[src/rtl/wb_regfile.sv]
// Write-back stage of the RV32 pipeline: selects the write-back value, commits it to
// the 32x32 architectural register file, and provides a registered commit trace and instret.
module wb_regfile #(
    parameter int CNT_W = 32
) (
    input  logic             clk_WB,
    input  logic             rst_WB,
    input  logic             valid_in_WB,
    input  logic [31:0]      PC4_in_WB,
    input  logic [4:0]       Rd_addr_in_WB,
    input  logic [31:0]      ALU_in_WB,
    input  logic [31:0]      DMem_data_in_WB,
    input  logic [1:0]       MemtoReg_in_WB,
    input  logic             RegWrite_in_WB,
    input  logic [31:0]      pc_in_WB,
    input  logic [31:0]      inst_in_WB,
    input  logic [4:0]       Rs1_addr_WB,
    input  logic [4:0]       Rs2_addr_WB,
    output logic [31:0]      Rs1_data_WB,
    output logic [31:0]      Rs2_data_WB,
    output logic [31:0]      Wt_data_WB,
    input  logic [4:0]       dbg_addr_WB,
    output logic [31:0]      dbg_data_WB,
    output logic             commit_valid_WB,
    output logic [31:0]      commit_pc_WB,
    output logic [31:0]      commit_inst_WB,
    output logic [4:0]       commit_rd_WB,
    output logic [31:0]      commit_data_WB,
    output logic [CNT_W-1:0] instret_WB
);

    // x0 is not stored; the array covers x1..x31 only.
    logic [31:0]      regs_q [1:31];
    logic [31:0]      regs_d [1:31];
    logic             we;
    logic [31:0]      wt_data;

    logic             commit_valid_q, commit_valid_d;
    logic [31:0]      commit_pc_q, commit_pc_d;
    logic [31:0]      commit_inst_q, commit_inst_d;
    logic [4:0]       commit_rd_q, commit_rd_d;
    logic [31:0]      commit_data_q, commit_data_d;
    logic [CNT_W-1:0] instret_q, instret_d;

    always_comb begin
        wt_data = 32'h0;
        case (MemtoReg_in_WB)
            2'b00:   wt_data = ALU_in_WB;
            2'b01:   wt_data = DMem_data_in_WB;
            2'b10:   wt_data = PC4_in_WB;
            default: wt_data = 32'h0;
        endcase
    end

    assign we = valid_in_WB & RegWrite_in_WB & (Rd_addr_in_WB != 5'd0) & ~rst_WB;

    always_comb begin
        for (int i = 1; i < 32; i++) begin
            regs_d[i] = regs_q[i];
            if (we && (Rd_addr_in_WB == 5'(i)))
                regs_d[i] = wt_data;
        end
    end

    // Write-first bypass so ID sees the value being written this cycle.
    function automatic logic [31:0] read_port(input logic [4:0] addr);
        logic [31:0] val;
        val = 32'h0;
        if (addr != 5'd0) begin
            if (we && (addr == Rd_addr_in_WB))
                val = wt_data;
            else
                val = regs_q[addr];
        end
        return val;
    endfunction

    always_comb begin
        Rs1_data_WB = read_port(Rs1_addr_WB);
        Rs2_data_WB = read_port(Rs2_addr_WB);
        dbg_data_WB = 32'h0;
        if (dbg_addr_WB != 5'd0)
            dbg_data_WB = regs_q[dbg_addr_WB];
    end

    always_comb begin
        commit_valid_d = 1'b0;
        commit_pc_d    = 32'h0;
        commit_inst_d  = 32'h0;
        commit_rd_d    = 5'd0;
        commit_data_d  = 32'h0;
        instret_d      = instret_q;
        if (valid_in_WB) begin
            commit_valid_d = 1'b1;
            commit_pc_d    = pc_in_WB;
            commit_inst_d  = inst_in_WB;
            instret_d      = instret_q + CNT_W'(1);
            if (we) begin
                commit_rd_d   = Rd_addr_in_WB;
                commit_data_d = wt_data;
            end
        end
    end

    always_ff @(posedge clk_WB) begin
        if (rst_WB) begin
            for (int i = 1; i < 32; i++)
                regs_q[i] <= 32'h0;
            commit_valid_q <= 1'b0;
            commit_pc_q    <= 32'h0;
            commit_inst_q  <= 32'h0;
            commit_rd_q    <= 5'd0;
            commit_data_q  <= 32'h0;
            instret_q      <= '0;
        end else begin
            for (int i = 1; i < 32; i++)
                regs_q[i] <= regs_d[i];
            commit_valid_q <= commit_valid_d;
            commit_pc_q    <= commit_pc_d;
            commit_inst_q  <= commit_inst_d;
            commit_rd_q    <= commit_rd_d;
            commit_data_q  <= commit_data_d;
            instret_q      <= instret_d;
        end
    end

    assign Wt_data_WB      = wt_data;
    assign commit_valid_WB = commit_valid_q;
    assign commit_pc_WB    = commit_pc_q;
    assign commit_inst_WB  = commit_inst_q;
    assign commit_rd_WB    = commit_rd_q;
    assign commit_data_WB  = commit_data_q;
    assign instret_WB      = instret_q;

endmodule

[config.mk]
export PLATFORM = sky130hd
export DESIGN_NAME = wb_regfile
export DESIGN_NICKNAME = d
export VERILOG_FILES = /design/src/rtl/wb_regfile.sv
export SDC_FILE = /design/constraint.sdc
export NUM_CORES = 2
export LEC_CHECK = 0
export BUFFER_PORTS_ARGS = -buffer_cell sky130_fd_sc_hd__clkbuf_2
export CAP_MARGIN = 25
export CORE_ASPECT_RATIO = 1.4
export CORE_MARGIN = 10
export CORE_UTILIZATION = 46
export DETAILED_ROUTE_END_ITERATION = 8
export HOLD_SLACK_MARGIN = 0.06
export PLACE_DENSITY = 0.68
export REMOVE_ABC_BUFFERS = 1
export SLEW_MARGIN = 20
export SYNTH_ARGS = -nofsm -noshare
export SYNTH_HDL_FRONTEND = slang
export SYNTH_SLANG_ARGS = --single-unit
[constraint.sdc]
create_clock -name clk_WB -period 3.26 [get_ports clk_WB]
set_clock_uncertainty 0.2 [all_clocks]
set_input_delay 0.489 -clock clk_WB [delete_from_list [all_inputs] [get_ports clk_WB]]
set_output_delay 0.489 -clock clk_WB [all_outputs]
set_load 0.1 [all_outputs]
==> results_dict.tcl <==
set metrics [dict create \
    antenna_found_initial 7 \
    yosysSeqAreaShare_pct 50.5 \
    period_share_pct 110 \
    synth-edff-count 992 \
    pre_cts_ws_ps -804 \
    worstPathMaxFanout 3 \
    yosys_register_bits 1126 \
    max_stage_delay_ps 540 \
    numCtsBuffers 112 \
    max-slew-margin-rel_pct 38.4 \
    hold_class "in2reg" \
    final_nets 6230 \
    tightest_slew_ps 924 \
    ir_worst_vdd_uv 424 \
    synthDistinctLibCells 58 \
    fp.dieW_um 336 \
    coreArea_mm2 0.139 \
    power_density_mw_per_mm2 485 \
    first_pass_iters 6 \
    fmax_ghz 0.280 \
    vias 55662 \
    crit_path_frequent_cell "mux4_2" \
    crit_chain "mux4_2 -> mux4_2 -> a221o_2 -> buf_12" \
    portBuffers 447 \
    grt_first_pass_wirelength_mm 401 \
    chipHeight_um 463 \
    io_pins 448 \
    final_area_mm2 0.0851 \
    die_area_mm2 0.155 \
    cts_tree "done" \
    routed_via_density 7.01 \
    postRouteAntennaNets 0 \
    path_buf_inv 1 \
    synth_cells 5144 \
    hold_ws_ps 86.9 \
    drive_gt1_share_pct 39.4 \
    cts-root-buf "clkbuf_16" \
    async_reset_ff_share_pct 0 \
    min_period_ps 3580 \
    cp_slowest_cell "mux4_2" \
    failed_checks "negative setup slack" \
    layout_setup_ws_ps -317 \
    setup.worst_path.class "reg2out" \
    clock_latency_ps 760 \
    avgRoutedWirePerCell_um 36.4 \
    clockBufferDepth 3 \
    area_growth_pct 32.2 \
    placed_cell_area_mm2 0.0763 \
    grtUsageTotal_pct 36.0 \
    grt_max_degree 66 \
    finalHoldViolations 0 \
    gp_congestion 1.00 \
    p_leak_uw 0.0320 \
    clk_pin_slew_ps 60 \
    rsz0062_at_grt "yes" \
    utilization_pct 61.2 \
    final_max_slew_viol_count 0 \
    cp.arrival_ps 2890 \
    rows 162 \
    placed_cells 7517 \
    critPathLaunchType "flop" \
    critPathRequiredTime_ps 2570 \
    initial_core_util_pct 46.3 \
    htreeDepth 3 \
    avgSynthCellArea_um2 12.5 \
    drtIter0Drc 9278 \
    setup_violations 89 \
    drt-total-wl_mm 289 \
    synth-main-ff-cell "edfxtp_1" \
    instances_no_fill 7945 \
    grt_pass1_vias 55675 \
    clock-sinks 1126 \
    drv_cap 0 \
    grt-ovfl-total 0 \
    rrSetupSlack_ps 1250 \
    cp-end-kind "output pin" \
    nFillCells 10246 \
    yosysWarningCount 0 \
    outcome "finished with violations" \
    drc 0 \
    cp_top_family "multiplexers" \
    dp_hpwl_mm 189 \
    synth_area_mm2 0.0643 \
]
-- where the power goes --
part           total (uW)  internal [uW]  switching, uW  leakage [uW]
combinational       10600           4200           6380        0.0196
sequential          16900          16400            546        0.0105
clock               13700           7680           6050       0.00187
-- cells in the mapped netlist, types with 8 or more instances --
cell	n	area share, %
edfxtp_1	992	46
buf_4	46	0.54
a21oi_1	189	1.5
a211oi_1	84	0.98
nand2b_1	65	0.63
o31ai_1	8	0.093
o21ai_0	21	0.16
nand2_1	92	0.54
inv_1	41	0.24
a221oi_1	81	1.1
nor4_1	11	0.11
o22ai_1	91	0.88
nor3_1	64	0.50
a22oi_1	63	0.74
nor2_1	1225	7.1
mux4_2	529	19
a31oi_1	39	0.38
buf_1	18	0.11
dfxtp_1	134	4.2
a211o_1	44	0.60
o221ai_1	32	0.44
clkbuf_1	391	2.3
buf_6	11	0.19
a22o_1	33	0.45
xnor2_1	32	0.44
mux2i_1	517	8.0
buf_2	95	0.74
a221o_1	35	0.54
nor2b_1	18	0.18
nand3_1	22	0.17
and2_1	74	0.72
-- per-stage QoR --
stage                     setup TNS [ps]  total power, uW
final                             -10000            41200
after floorplan                  -298340            21900
after detailed placement          -17470            26600
after CTS                         -10610            40600
after global routing              -11390            42000
after global placement            -17630            26500
-- path summary, 6_finish.rpt --
path	startpoint	to	depth (start not counted)
hold / removal	ALU_in_WB[30]	commit_data_WB[30]	5
setup reg to reg	instret_WB[12]	instret_WB[26]	5
setup / recovery	regs_q[23][29]	Rs1_data_WB[29]	4
hold reg to reg	instret_WB[11]	instret_WB[11]	2
-- cell type report --
class | count | area [um2] | share of cell area [%]
clock buffer | 141 | 3140 | 3.69
tap | 1804 | 2260 | 2.65
multi-input combinational | 3414 | 32200 | 37.9
sequential | 1126 | 32500 | 38.2
timing repair buffer | 1347 | 14100 | 16.6
antenna | 3 | 7.51 | 0.00883
clock inverter | 68 | 667 | 0.784
inverter | 42 | 158 | 0.185
-- placed cells by master (no fill, tap or decap), drive strengths merged, types with 23 or more instances in the layout --
cell type       n
a21oi         189
dlygate4sd3    78
dfxtp         134
o221ai         32
nand2b         65
a221oi         81
buf           957
nor2         1226
nor3           65
clkbuf        451
mux4          529
nand2          92
a211o          44
clkinv         42
a22o           33
edfxtp        992
o22ai          91
a22oi          63
inv            47
and2           75
xnor2          32
mux2i         517
o21ai          23
a221o          35
a31oi          39
a211oi         84
-- logic make-up (layout without fill, tap and decap cells) --
kind of cell    after synthesis  in the layout  share of synthesized area, %
mux                        1047           1047                          26.6
flops                      1126           1126                          50.5
buf+inv                     604           1598                          4.11
xor+xnor                     36             36                         0.490
fa+ha+maj                     1              1                        0.0194
compound gates              729            729                          8.00
simple gates               1601           1601                          10.3
other cells                   0              3                             0
-- worst min-delay path: cells and delay by family --
| family | cells | cell delay, ps |
|---|---|---|
| buf+inv | 1 | 80 |
| mux | 1 | 70 |
| compound gates | 1 | 110 |
| simple gates | 2 | 270 |
-- registers in the layout (all words and copies together) (netlist names) --
register         cells
instret_WB          32
commit_rd_WB         5
commit_valid_WB      1
commit_inst_WB      32
regs_q             992
commit_pc_WB        32
commit_data_WB      32
-- metal layers --
metal | GRT usage (%) | wire [um] | vias to the layer above
met5 | 0 | 99 | -
met1 | 41.9 | 90500 | 27132
li1 | - | - | 21532
met4 | 27.9 | 27800 | 8
met3 | 12.7 | 44100 | 1548
met2 | 54.1 | 127000 | 5442
-- timing repair --
item	CTS	global route
pin swaps	128	111
setup buffers	103	61
endpoints found under the hold margin	80	0
hold buffers	78	0
setup endpoints to repair	96	96
resized for setup	272	218
cloned	4	5
(Power assumes the default switching activity.)
